**config.mk**
```make
export PLATFORM = sky130hd
export DESIGN_NAME = cpu_clock_ctrl
export DESIGN_NICKNAME = d
export VERILOG_FILES = /design/src/rtl/cpu_clock_ctrl.sv
export SDC_FILE = /design/constraint.sdc
export NUM_CORES = 1
export LEC_CHECK = 0
export ABC_AREA = 1
export ABC_CLOCK_PERIOD_IN_PS = 1900
export CAP_MARGIN = 20
export CORE_MARGIN = 2
export CORE_UTILIZATION = 40
export DETAILED_ROUTE_END_ITERATION = 10
export PLACE_DENSITY_LB_ADDON = 0.3
export SETUP_SLACK_MARGIN = 0.3
export SYNTH_ARGS = -nofsm -noshare
export SYNTH_HDL_FRONTEND = slang
export SYNTH_SLANG_ARGS = --single-unit
```
**constraint.sdc**
```tcl
create_clock -name CLK -period 1.9 [get_ports CLK]
set_input_delay 0.285 -clock CLK [delete_from_list [all_inputs] [get_ports CLK]]
set_output_delay 0.285 -clock CLK [all_outputs]
set_load 0.02 [all_outputs]
```
**src/rtl/cpu_clock_ctrl.sv**
```systemverilog
// ---------------------------------------------------------------------------
// cpu_clock_ctrl
//
// Purpose:
//   Sequences and arbitrates changes to the CPU clock divider setting.
//   Two requesters compete for the divider: the host register interface and
//   the thermal/power throttle logic. The throttle wins when both ask in the
//   same cycle. After a new divisor is applied, the block waits for the
//   divider output to toggle SETTLE_TOGGLES times at the new rate before it
//   acknowledges. If the divider stays silent for TIMEOUT cycles, the block
//   sets a sticky error and acknowledges anyway. The new divisor is kept.
//
// Optional feature (compile-time macro CLKCTRL_THROTTLE_FLOOR_EN):
//   When the macro is defined, each completed throttle request records its
//   divisor as a floor. Host targets below the floor are raised to it.
//   A throttle divisor of 0 clears the floor. Throttle targets are never
//   clamped. When the macro is undefined, there is no floor register.
//
// Parameters:
//   DEFAULT_DIV     divisor driven after reset
//   SETTLE_TOGGLES  divider-output toggles needed before acknowledging (1..3)
//   TIMEOUT         maximum cycles spent in SETTLE (8-bit, >= 100)
//
// Ports:
//   CLK         system clock; also clocks the divider
//   RST         synchronous active-high reset
//   HOST_REQ    host change request (level, held until HOST_ACK)
//   HOST_DIV    requested host divisor
//   HOST_ACK    one-cycle completion pulse to host
//   THR_REQ     throttle change request (level, held until THR_ACK)
//   THR_DIV     throttle divisor
//   THR_ACK     one-cycle completion pulse to throttle
//   DIV_OUT     divisor driven to the clock divider
//   DIV_CLK_IN  divider output, sampled in the CLK domain
//   BUSY        high whenever the FSM is not idle
//   CUR_SRC     owner of the last accepted request (0 host, 1 throttle)
//   ERR         sticky settle-timeout flag, cleared on the next accept
// ---------------------------------------------------------------------------
module cpu_clock_ctrl #(
  parameter logic [4:0] DEFAULT_DIV    = 5'd3,
  parameter int         SETTLE_TOGGLES = 2,
  parameter int         TIMEOUT        = 127
) (
  input  logic       CLK,
  input  logic       RST,
  input  logic       HOST_REQ,
  input  logic [4:0] HOST_DIV,
  output logic       HOST_ACK,
  input  logic       THR_REQ,
  input  logic [4:0] THR_DIV,
  output logic       THR_ACK,
  output logic [4:0] DIV_OUT,
  input  logic       DIV_CLK_IN,
  output logic       BUSY,
  output logic       CUR_SRC,
  output logic       ERR
);

  localparam logic [2:0] SETTLE_LIMIT  = 3'(SETTLE_TOGGLES);
  localparam logic [8:0] TIMEOUT_LIMIT = 9'(TIMEOUT);

  typedef enum logic [1:0] {
    IDLE   = 2'd0,
    APPLY  = 2'd1,
    SETTLE = 2'd2,
    DONE   = 2'd3
  } state_t;

  state_t     state;
  state_t     state_next;

  logic [4:0] target;
  logic [4:0] target_next;
  logic [4:0] div_next;
  logic       src_next;
  logic       err_next;
  logic [1:0] tog_cnt;
  logic [1:0] tog_next;
  logic [7:0] tmo_cnt;
  logic [7:0] tmo_next;
  logic       div_clk_q;
  logic       toggle;
  logic [2:0] tog_inc;
  logic [8:0] tmo_inc;
  logic       busy_next;
  logic       host_ack_next;
  logic       thr_ack_next;

`ifdef CLKCTRL_THROTTLE_FLOOR_EN
  logic [4:0] floor_div;
  logic [4:0] floor_next;

  // Raise a host divisor to the throttle floor when it would run faster.
  function automatic logic [4:0] clamp_to_floor(input logic [4:0] req,
                                                input logic [4:0] flr);
    logic [4:0] res;
    if (req < flr) begin
      res = flr;
    end else begin
      res = req;
    end
    return res;
  endfunction
`endif

  // A toggle is any cycle in which the divider output differs from the
  // value it had in the previous cycle.
  assign toggle  = DIV_CLK_IN ^ div_clk_q;
  // The incremented counters are one bit wider so that a compare never wraps.
  assign tog_inc = {1'b0, tog_cnt} + 3'd1;
  assign tmo_inc = {1'b0, tmo_cnt} + 9'd1;

  // Next-state, datapath and registered-output decode.
  always_comb begin
    state_next  = state;
    target_next = target;
    div_next    = DIV_OUT;
    src_next    = CUR_SRC;
    err_next    = ERR;
    tog_next    = tog_cnt;
    tmo_next    = tmo_cnt;
`ifdef CLKCTRL_THROTTLE_FLOOR_EN
    floor_next  = floor_div;
`endif

    case (state)
      IDLE: begin
        if (THR_REQ) begin
          target_next = THR_DIV;
          src_next    = 1'b1;
          err_next    = 1'b0;
          state_next  = APPLY;
        end else if (HOST_REQ) begin
`ifdef CLKCTRL_THROTTLE_FLOOR_EN
          target_next = clamp_to_floor(HOST_DIV, floor_div);
`else
          target_next = HOST_DIV;
`endif
          src_next    = 1'b0;
          err_next    = 1'b0;
          state_next  = APPLY;
        end else begin
          state_next  = IDLE;
        end
      end

      APPLY: begin
        div_next = target;
        tog_next = 2'd0;
        tmo_next = 8'd0;
        // If the divisor does not change, there is no new rate to confirm.
        if (target == DIV_OUT) begin
          state_next = DONE;
        end else begin
          state_next = SETTLE;
        end
      end

      SETTLE: begin
        tmo_next = tmo_inc[7:0];
        if (toggle) begin
          tog_next = tog_inc[1:0];
        end else begin
          tog_next = tog_cnt;
        end
        // A toggle that completes the count beats a timeout in the same cycle.
        if (toggle && (tog_inc == SETTLE_LIMIT)) begin
          state_next = DONE;
        end else if (tmo_inc >= TIMEOUT_LIMIT) begin
          err_next   = 1'b1;
          state_next = DONE;
        end else begin
          state_next = SETTLE;
        end
      end

      DONE: begin
        state_next = IDLE;
`ifdef CLKCTRL_THROTTLE_FLOOR_EN
        // A completed throttle request sets the floor. A divisor of 0 clears it.
        if (CUR_SRC) begin
          floor_next = target;
        end else begin
          floor_next = floor_div;
        end
`endif
      end

      default: begin
        state_next = IDLE;
      end
    endcase

    // The outputs are registered, so they are decoded from the state being entered.
    busy_next     = (state_next != IDLE);
    host_ack_next = (state_next == DONE) && !src_next;
    thr_ack_next  = (state_next == DONE) &&  src_next;
  end

  // State, datapath and output registers with synchronous reset.
  always_ff @(posedge CLK) begin
    if (RST) begin
      state     <= IDLE;
      target    <= DEFAULT_DIV;
      DIV_OUT   <= DEFAULT_DIV;
      CUR_SRC   <= 1'b0;
      ERR       <= 1'b0;
      BUSY      <= 1'b0;
      HOST_ACK  <= 1'b0;
      THR_ACK   <= 1'b0;
      tog_cnt   <= 2'd0;
      tmo_cnt   <= 8'd0;
      div_clk_q <= 1'b0;
    end else begin
      state     <= state_next;
      target    <= target_next;
      DIV_OUT   <= div_next;
      CUR_SRC   <= src_next;
      ERR       <= err_next;
      BUSY      <= busy_next;
      HOST_ACK  <= host_ack_next;
      THR_ACK   <= thr_ack_next;
      tog_cnt   <= tog_next;
      tmo_cnt   <= tmo_next;
      div_clk_q <= DIV_CLK_IN;
    end
  end

`ifdef CLKCTRL_THROTTLE_FLOOR_EN
  // Throttle floor register.
  always_ff @(posedge CLK) begin
    if (RST) begin
      floor_div <= 5'd0;
    end else begin
      floor_div <= floor_next;
    end
  end
`endif

endmodule

```
---- Yosys cells after proc, flatten, opt, wreduce, memory -nomap -nowiden ----
Cells that the tools add are included.
storage, ports and cells
  flip-flop bits (word level) ............. 28
operators by class
  muxes and demuxes ....................... 19
  bitwise operators ....................... 1
  reduce and logical (&&, ||, !) cells .... 12
  equal/unequal tests ..................... 10
  add/subtract/negate cells ............... 2
  order comparisons ....................... 1
operators with widths
  cell                                                               number
  case mux 8 bit (2 select lines)                                    1
  2-to-1 mux 1 bit                                                   12
  2-to-1 mux 5 bit                                                   2
  adder 8 x 1 -> 9 bit, second input constant                        1
  greater-or-equal comparator 9 x 7 -> 1 bit, second input constant  1
  case mux 2 bit (4 select lines)                                    1
  nonzero test 2 bit                                                 4
  == test 2 bit, second input constant                               3
  inequality test 2 bit, second input constant                       3
  == test 5 bit                                                      1
  case mux 2 bit (2 select lines)                                    1
  AND reduction 2 bit                                                2
  AND reduction 4 bit                                                1
  adder 2 x 1 -> 3 bit, second input constant                        1
  == test 3 x 2 -> 1 bit, second input constant                      1
  logical AND 1 bit                                                  3
  inequality test 3 bit, second input constant                       1
  == test 2 x 1 -> 1 bit, second input constant                      1
  zero test 2 bit                                                    1
  2-to-1 mux 2 bit                                                   1
  case mux 1 bit (2 select lines)                                    1
  zero test 1 bit                                                    1
  bitwise XOR 1 bit                                                  1

---- Logic depth before layout (Yosys ltp) ----
Gate-level depths: netlist of run 1.
  depth in word-level cells ............... 7
  mapped depth ............................ 13
  gate-level depth less buffers ........... 13

---- Worst setup path after synthesis of run 1 ----
Ideal clock, no wire load.
  path kind ............................... reg-to-reg
  start point ............................. register tmo_cnt[0]
  end point ............................... register BUSY
  period minus slack after synthesis ...... 1472 ps
  data arrival time ....................... 1414 ps
  cell stages (with the launch flop) ...... 14
  setup slack ............................. 428 ps
  cells stage by stage .................... dfxtp_1 > inv_1 > ha_1 > nor2_1 > nor2_1 > nor2_1 > nand2_1 > nor2_1 > nand2_1 > nand2_1 > nand2_1 > nand2_1 > nand3_1 > nand2_1
on the way
  word-level cells in the longest chain between the ends .. 6
RTL lines
  what                                        line  source
  start: declaration                          79    logic [7:0] tmo_cnt;
  start signal: assignment                    224   tmo_cnt <= tmo_next;
  adder 8 x 1 -> 9 bit                        111   assign tmo_inc = {1'b0, tmo_cnt} + 9'd1;
  greater-or-equal comparator 9 x 7 -> 1 bit  169   end else if (tmo_inc >= TIMEOUT_LIMIT) begin
  2-to-1 mux 1 bit                            169
  2-to-1 mux 1 bit                            167   if (toggle && (tog_inc == SETTLE_LIMIT)) begin
  case mux 2 bit (4 select lines)             126   case (state)
  nonzero test 2 bit                          195   busy_next = (state_next != IDLE);
  end signal: assignment                      220   BUSY <= busy_next;
  end: declaration                            54    output logic BUSY,
No other way between the ends.
A chain may end at the register's enable or synchronous reset.

---- Worst setup path after layout of run 1 ----
  start point ............................. register tmo_cnt[0]
  end point ............................... register HOST_ACK
on the way
  word-level cells in the longest chain between the ends .. 7
RTL lines
  what                                        line  source
  adder 8 x 1 -> 9 bit                        111
  greater-or-equal comparator 9 x 7 -> 1 bit  169
  2-to-1 mux 1 bit                            169
  2-to-1 mux 1 bit                            167
  case mux 2 bit (4 select lines)             126
  == test 2 bit                               196   host_ack_next = (state_next == DONE) && !src_next;
  logical AND 1 bit                           196
  end signal: assignment                      221   HOST_ACK <= host_ack_next;
  end: declaration                            48    output logic HOST_ACK,
No other way between the ends.

==> results.toml, run 1 <==
[sta]
finalSetupViolCount = 0
drv_slew = 0
worst-slew-pin-transition_ps = 360
fin_ws_ps = 331
fin_setup_tns_ps = 0
max_freq_ghz = 0.637
layout_min_cycle_time_ps = 1570
skew_ps = 3.93
slew_headroom = 0.759
post-route-period-util = 0.826
finalHoldViolations = 0
setup_repair_after_global_routing_missed_its_margin = "true"

[yosys]
post_synth.cell_area_avg_um2 = 6.80
synth_seq_area_share = 0.398
synth_cell_types = 25
ys_seq_elements = 28
netlist_area_um2 = 1410
postSynthCellCount = 207
synthTopCellsByArea = "dfxtp_1, nand2_1, inv_1"
synthesis.yosys.warnings = 0
synth_nets = 228
synthDominantAreaCellType = "dfxtp_1"
yosysTopAreaCellShare = 0.398

[global_routing]
grt_pass1_vias = 1201
grt_max_degree = 17
global_route.overflow_total = 0
grt_antenna_before_repair = 0
gr-usage-all-layers = 0.157
global_route_wire_length_before_repair_mm = 5.13

[worst_setup_path]
timing.critical_path.depth = 13
critical_path_required_ps = 2190
crit_path_top_delay_cell = "dfxtp_4"
critical-path-top-delay-family = "simple AND/OR/NAND/NOR gates"
r2r_cells = 13
timing.critical_path.fanout_max = 3
worst_ep_arrival_ps = 1860
worst_path_most_repeated_cell = "nand2_1"
worst_setup_path_start_kind = "flip-flop"
critPathBufInv = 1
critPathMaxStageDelay_ps = 420
path_cells = "inv_4 > ha_4 > nor2_4 > nor2_1 > nor2_1 > nand2_1 > nor2_1 > nand2_1 > nand2_1 > nand2_1 > nand2_1 > nand2_1 > nor2_1"
worst_setup_path_end_kind = "flip-flop"
timing_worst_setup_path_type = "flip-flop to flip-flop"

[floorplan]
die_outline_area_um2 = 4010
floorplan.core_area_um2 = 3360
initial_utilization = 0.419
std_cell_rows = 21
die_h_um = 63.3
boundaryPins = 25
die_span_x_um = 63.3

[clocking]
clk_latency_ps = 340
cts_root_buffer = "clkbuf_4"
cts_buffer_depth = 2
worst_setup_hold_path_clk_slew_ps = 150
cts_hold_buffers = 0
total_cts_buffers = 3
clock-sinks = 28
cts_htree_levels = 1
cts_tree = "done"

[cells_and_area]
n_fill_cell = 322
stdcell_count = 284
drive_gt1_frac = 0.113
nNetsFinal = 260
layout_commonest_cell = "nand2_1"
num_antenna_cells = 0
syn_to_final_growth_pct = 31.6
design_area_um2 = 1850
layout_common_cells = "nand2_1, inv_1, dfxtp_1"

[pwr]
vdd_drop_max_uv = 768
total_power_mw = 1.93
leakagePower_nw = 0.882
power.density_nw_per_um2 = 1040

[hold_path]
worst_hold_path_type = "flip-flop to flip-flop"
worstHoldPathCells = 2

[route]
met2WireLength_mm = 1.33
routedWlPerCell_um = 10.7
route.final.wire_length_mm = 3.03
drt_first_pass_iters = 4
drc = 0
wirelength_met1_mm = 1.53
route.top_layer_used = "met4"
route.vias.total = 1338
antenna_violating_nets_post_route = 0
drt-initial-drc-count = 86
avgViaCountPerCell = 4.71
met3RoutedLength_um = 138

[job]
max_cap_violation_count = 0

[place]
post-dp-hpwl_mm = 2.14
dp_worst_setup_slack_ps = 241
io_buffers = 24
detailed_place.area_um2 = 1710
dpl.cell_count = 276
gp_congestion = 0.826

[run_status]
outcome = "finished clean"
-- synth_stat cells --
master and n:
a21oi_1 15, a2bb2oi_1 1, a31oi_1 3, buf_2 2, clkbuf_1 1, clkinv_1 1
dfxtp_1 28, ha_1 6, inv_1 33, nand2_1 60, nand2_2 1, nand3_1 8
nand3_2 1, nand3b_1 2, nand4_1 2, nor2_1 23, nor2_2 1, nor3_1 1
o211ai_1 2, o21ai_0 9, o21ai_2 2, o21bai_2 1, o22ai_1 1, o311ai_0 2
xnor2_1 1
-- worst paths after layout --
check	startpoint	endpoint	slack [ps]
worst max-delay path	tmo_cnt[0]	HOST_ACK	330
worst min-delay path	tmo_cnt[6]	tmo_cnt[6]	470
worst max register to register	tmo_cnt[0]	HOST_ACK	330
worst min register to register	tmo_cnt[6]	tmo_cnt[6]	470
-- sequential cells by signal, indices dropped and copies added (netlist names) --
signal / count
state: 2
DIV_OUT: 5
tmo_cnt: 8
BUSY: 1
HOST_ACK: 1
div_clk_q: 1
CUR_SRC: 1
tog_cnt: 2
THR_ACK: 1
target: 5
ERR: 1
-- cell families (layout without fill, tap and decap cells) --
group,after synthesis,count (layout),share of synthesized area
simple gates,99,99,0.289
flops,28,28,0.398
compound gates,36,36,0.153
xor+xnor,1,1,0.00622
fa+ha+maj,6,6,0.0533
buf+inv,37,68,0.100
-- tightest hold or removal path: stages, from the launching register on --
cell and delay [ps]:
dfxtp_1 340, nand2_1 60, a21oi_1 50
-- cell type report --
class                   count  area (um2)  area share
flip-flops and latches     28         569       0.307
well taps                  46        57.6      0.0311
inverters                  34         134      0.0722
multi-input cells         142         756       0.408
clock inverters             1        30.0      0.0162
clock buffers               3        22.5      0.0122
repair buffers             30         284       0.153
-- repair_timing --
item / 4_1_cts / 5_1_grt
pin swaps: 0 / 8
buffers inserted: 1 / 3
resized for setup: 8 / 20
endpoints found under the hold margin: 0 / 0
endpoints found under the setup margin: 11 / 7
-- metal layers --
layer	global-route usage	up-vias
met5	0	-
met4	0.0435	0
met3	0.0375	7
met2	0.246	31
met1	0.215	583
li1	-	717
-- power breakdown --
part           switching, mW  total, mW  internal, mW
clock                  0.183      0.397         0.214
sequential            0.0781      0.780         0.702
combinational          0.467      0.757         0.290
-- through the flow --
step                 util  hold WS (ps)
floorplan               -           369
global placement    0.507           451
detailed placement  0.507           457
CTS                 0.523           478
global route        0.551           496
finish              0.551           473
(Power assumes the default switching activity.)
==> inputs of run 2 (changes only) <==
--- a/config.mk
+++ b/config.mk
@@ -6,7 +6,7 @@
 export NUM_CORES = 1
 export LEC_CHECK = 0
 export ABC_AREA = 1
-export ABC_CLOCK_PERIOD_IN_PS = 1900
+export ABC_CLOCK_PERIOD_IN_PS = 1500
 export CAP_MARGIN = 20
 export CORE_MARGIN = 2
 export CORE_UTILIZATION = 40
==> constraint.sdc (replaced) <==
create_clock -name CLK -period 1.5 [get_ports CLK]
set_input_delay 0.225 -clock CLK [delete_from_list [all_inputs] [get_ports CLK]]
set_output_delay 0.225 -clock CLK [all_outputs]
set_load 0.02 [all_outputs]
==> run 2 against run 1 <==
Net effect: clock skew up 1.3 ps; critical endpoint unchanged; design area up 6.7%; register-to-register slack worse by 340 ps; power up 37%; largest cell class unchanged; sequential power up 29%; the flow now finishes with violations (negative setup slack); count of clock-buffer cells in the layout up 1; global-route usage up 1.8 points; clock power down 7.8%; hold slack worse by 26 ps.
==> results.toml, run 2 (synthesis results as in run 1) <==
[sta]
setup_repair_after_global_routing_missed_its_margin = "true"
worst-slew-pin-transition_ps = 418
drv_slew = 0
finalSetupViolCount = 3
post-route-period-util = 1.01
hold_slack_ps = 448
finalHoldViolations = 0
skew_ps = 5.26
slew_headroom = 0.721
max_freq_ghz = 0.661
fin_ws_ps = -13.3
layout_min_cycle_time_ps = 1510

[place]
detailed_place.area_um2 = 1770
gp_congestion = 0.774
io_buffers = 24
post-dp-hpwl_mm = 2.36
dp_worst_setup_slack_ps = -47.2

[clocking]
cts_htree_levels = 1
cts_root_buffer = "clkbuf_4"
cts_tree = "done"
total_cts_buffers = 3
cts_buffer_depth = 2
clk_latency_ps = 330
worst_setup_hold_path_clk_slew_ps = 150
clock-sinks = 28

[pwr]
total_power_mw = 2.65
p_int_mw = 1.61
power_frac_comb = 0.483
vdd_drop_max_uv = 803
power.density_nw_per_um2 = 1340
leakagePower_nw = 0.883
netSwitchingPower_mw = 1.05
sequential_power_share = 0.379
pwr-share-clk = 0.138
sw_frac_of_total = 0.395

[cells_and_area]
layout_common_cells = "nand2_1, inv_1, nor2_1"
layout.core_utilization = 0.588
nNetsFinal = 268
design_area_um2 = 1980
num_antenna_cells = 0
largest_register_ffs = 8
layout_commonest_cell = "nand2_1"
syn_to_final_growth_pct = 40.4
top_flop_regs = "tmo_cnt: 8 flops, DIV_OUT: 5 flops, target: 5 flops"
multi_input_area_um2 = 846
largest_register = "tmo_cnt"
drive_gt1_frac = 0.329
n_fill_cell = 342
ff_latch_area_um2 = 581

[global_routing]
grt_pass1_vias = 1310
grt_max_degree = 16
global_route_wire_length_before_repair_mm = 5.67
global_route.overflow_total = 0
gr-usage-all-layers = 0.175
grt_antenna_before_repair = 0

[route]
antenna_violating_nets_post_route = 0
avgViaCountPerCell = 4.79
drt-initial-drc-count = 108
route.vias.total = 1400
route.final.wire_length_mm = 3.28
drt_first_pass_iters = 4
drc = 0
routedWlPerCell_um = 11.2

[worst_setup_path]
r2r_cells = 11
timing.critical_path.fanout_max = 5
timing_worst_setup_path_type = "flip-flop to flip-flop"
critical_path_required_ps = 1780
worst_setup_path_start_kind = "flip-flop"
worst_setup_path_end_kind = "flip-flop"
worst_ep_arrival_ps = 1790

[run_status]
violated_checks = "negative setup slack"
outcome = "finished, violations left"

[floorplan]
die_span_x_um = 63.3
floorplan.core_area_um2 = 3360
die_h_um = 63.3
die_outline_area_um2 = 4010
boundaryPins = 25
initial_utilization = 0.419
std_cell_rows = 21

[job]
max_cap_violation_count = 0

[hold_path]
worst_hold_path_type = "input port to flip-flop"
worstHoldPathCells = 3
==> run 2: area by class of cell <==
class | count | share of cell area
Timing Repair Buffer | 38 | 0.159
Multi-Input combinational cell | 142 | 0.428
Clock buffer | 4 | 0.0184
Tap cell | 46 | 0.0291
Inverter | 34 | 0.0722
Sequential cell | 28 | 0.294
==> run 2: layer usage <==
layer  global-route usage  wire length [um]  vias up
met5                    0                 0        -
met4               0.0571                32        0
met3               0.0304               109        4
met2                0.291              1560       22
met1                0.230              1570      638
li1                     -                 -      736
==> run 2: power groups by stage <==
stage	registers (mW)	clock network (mW)	logic, mW
floorplan	1.07	0	0.545
global placement	1.00	0	1.01
detailed placement	1.00	0	1.02
CTS	0.998	0.386	1.11
global route	1.03	0.414	1.41
finish	1.01	0.366	1.28
==> run 2: stage by stage <==
step / TNS (ps) / instances
floorplan: 0 / 207
global placement: 0 / 282
detailed placement: -103 / 282
global route: -931 / 292
CTS: -14.2 / 290
finish: -27.1 / 292
==> run 2: worst paths after layout <==
check / endpoint / start / slack, ps
setup / recovery: HOST_ACK / tmo_cnt[1] / -10
hold / removal: div_clk_q / DIV_CLK_IN / 450
setup reg to reg: HOST_ACK / tmo_cnt[1] / -10
hold reg to reg: tog_cnt[0] / tog_cnt[0] / 480
==> run 2: worst max-delay path: stages, from the launching register on <==
cell and delay (ps):
dfxtp_4 400, ha_2 210, nand2_4 80, o21ai_2 160
nand2_1 80, nor2_1 100, nand2_1 70, nand2_2 80
nand2_2 50, nand2_2 90, nand2_2 60, nor2_1 90
==> run 2: repair_timing <==
item                       CTS  global route
pin swaps                    4            15
hold buffers                 0             0
gates resized for setup     63            41
setup endpoints to repair   29            25
buffers inserted             4             2
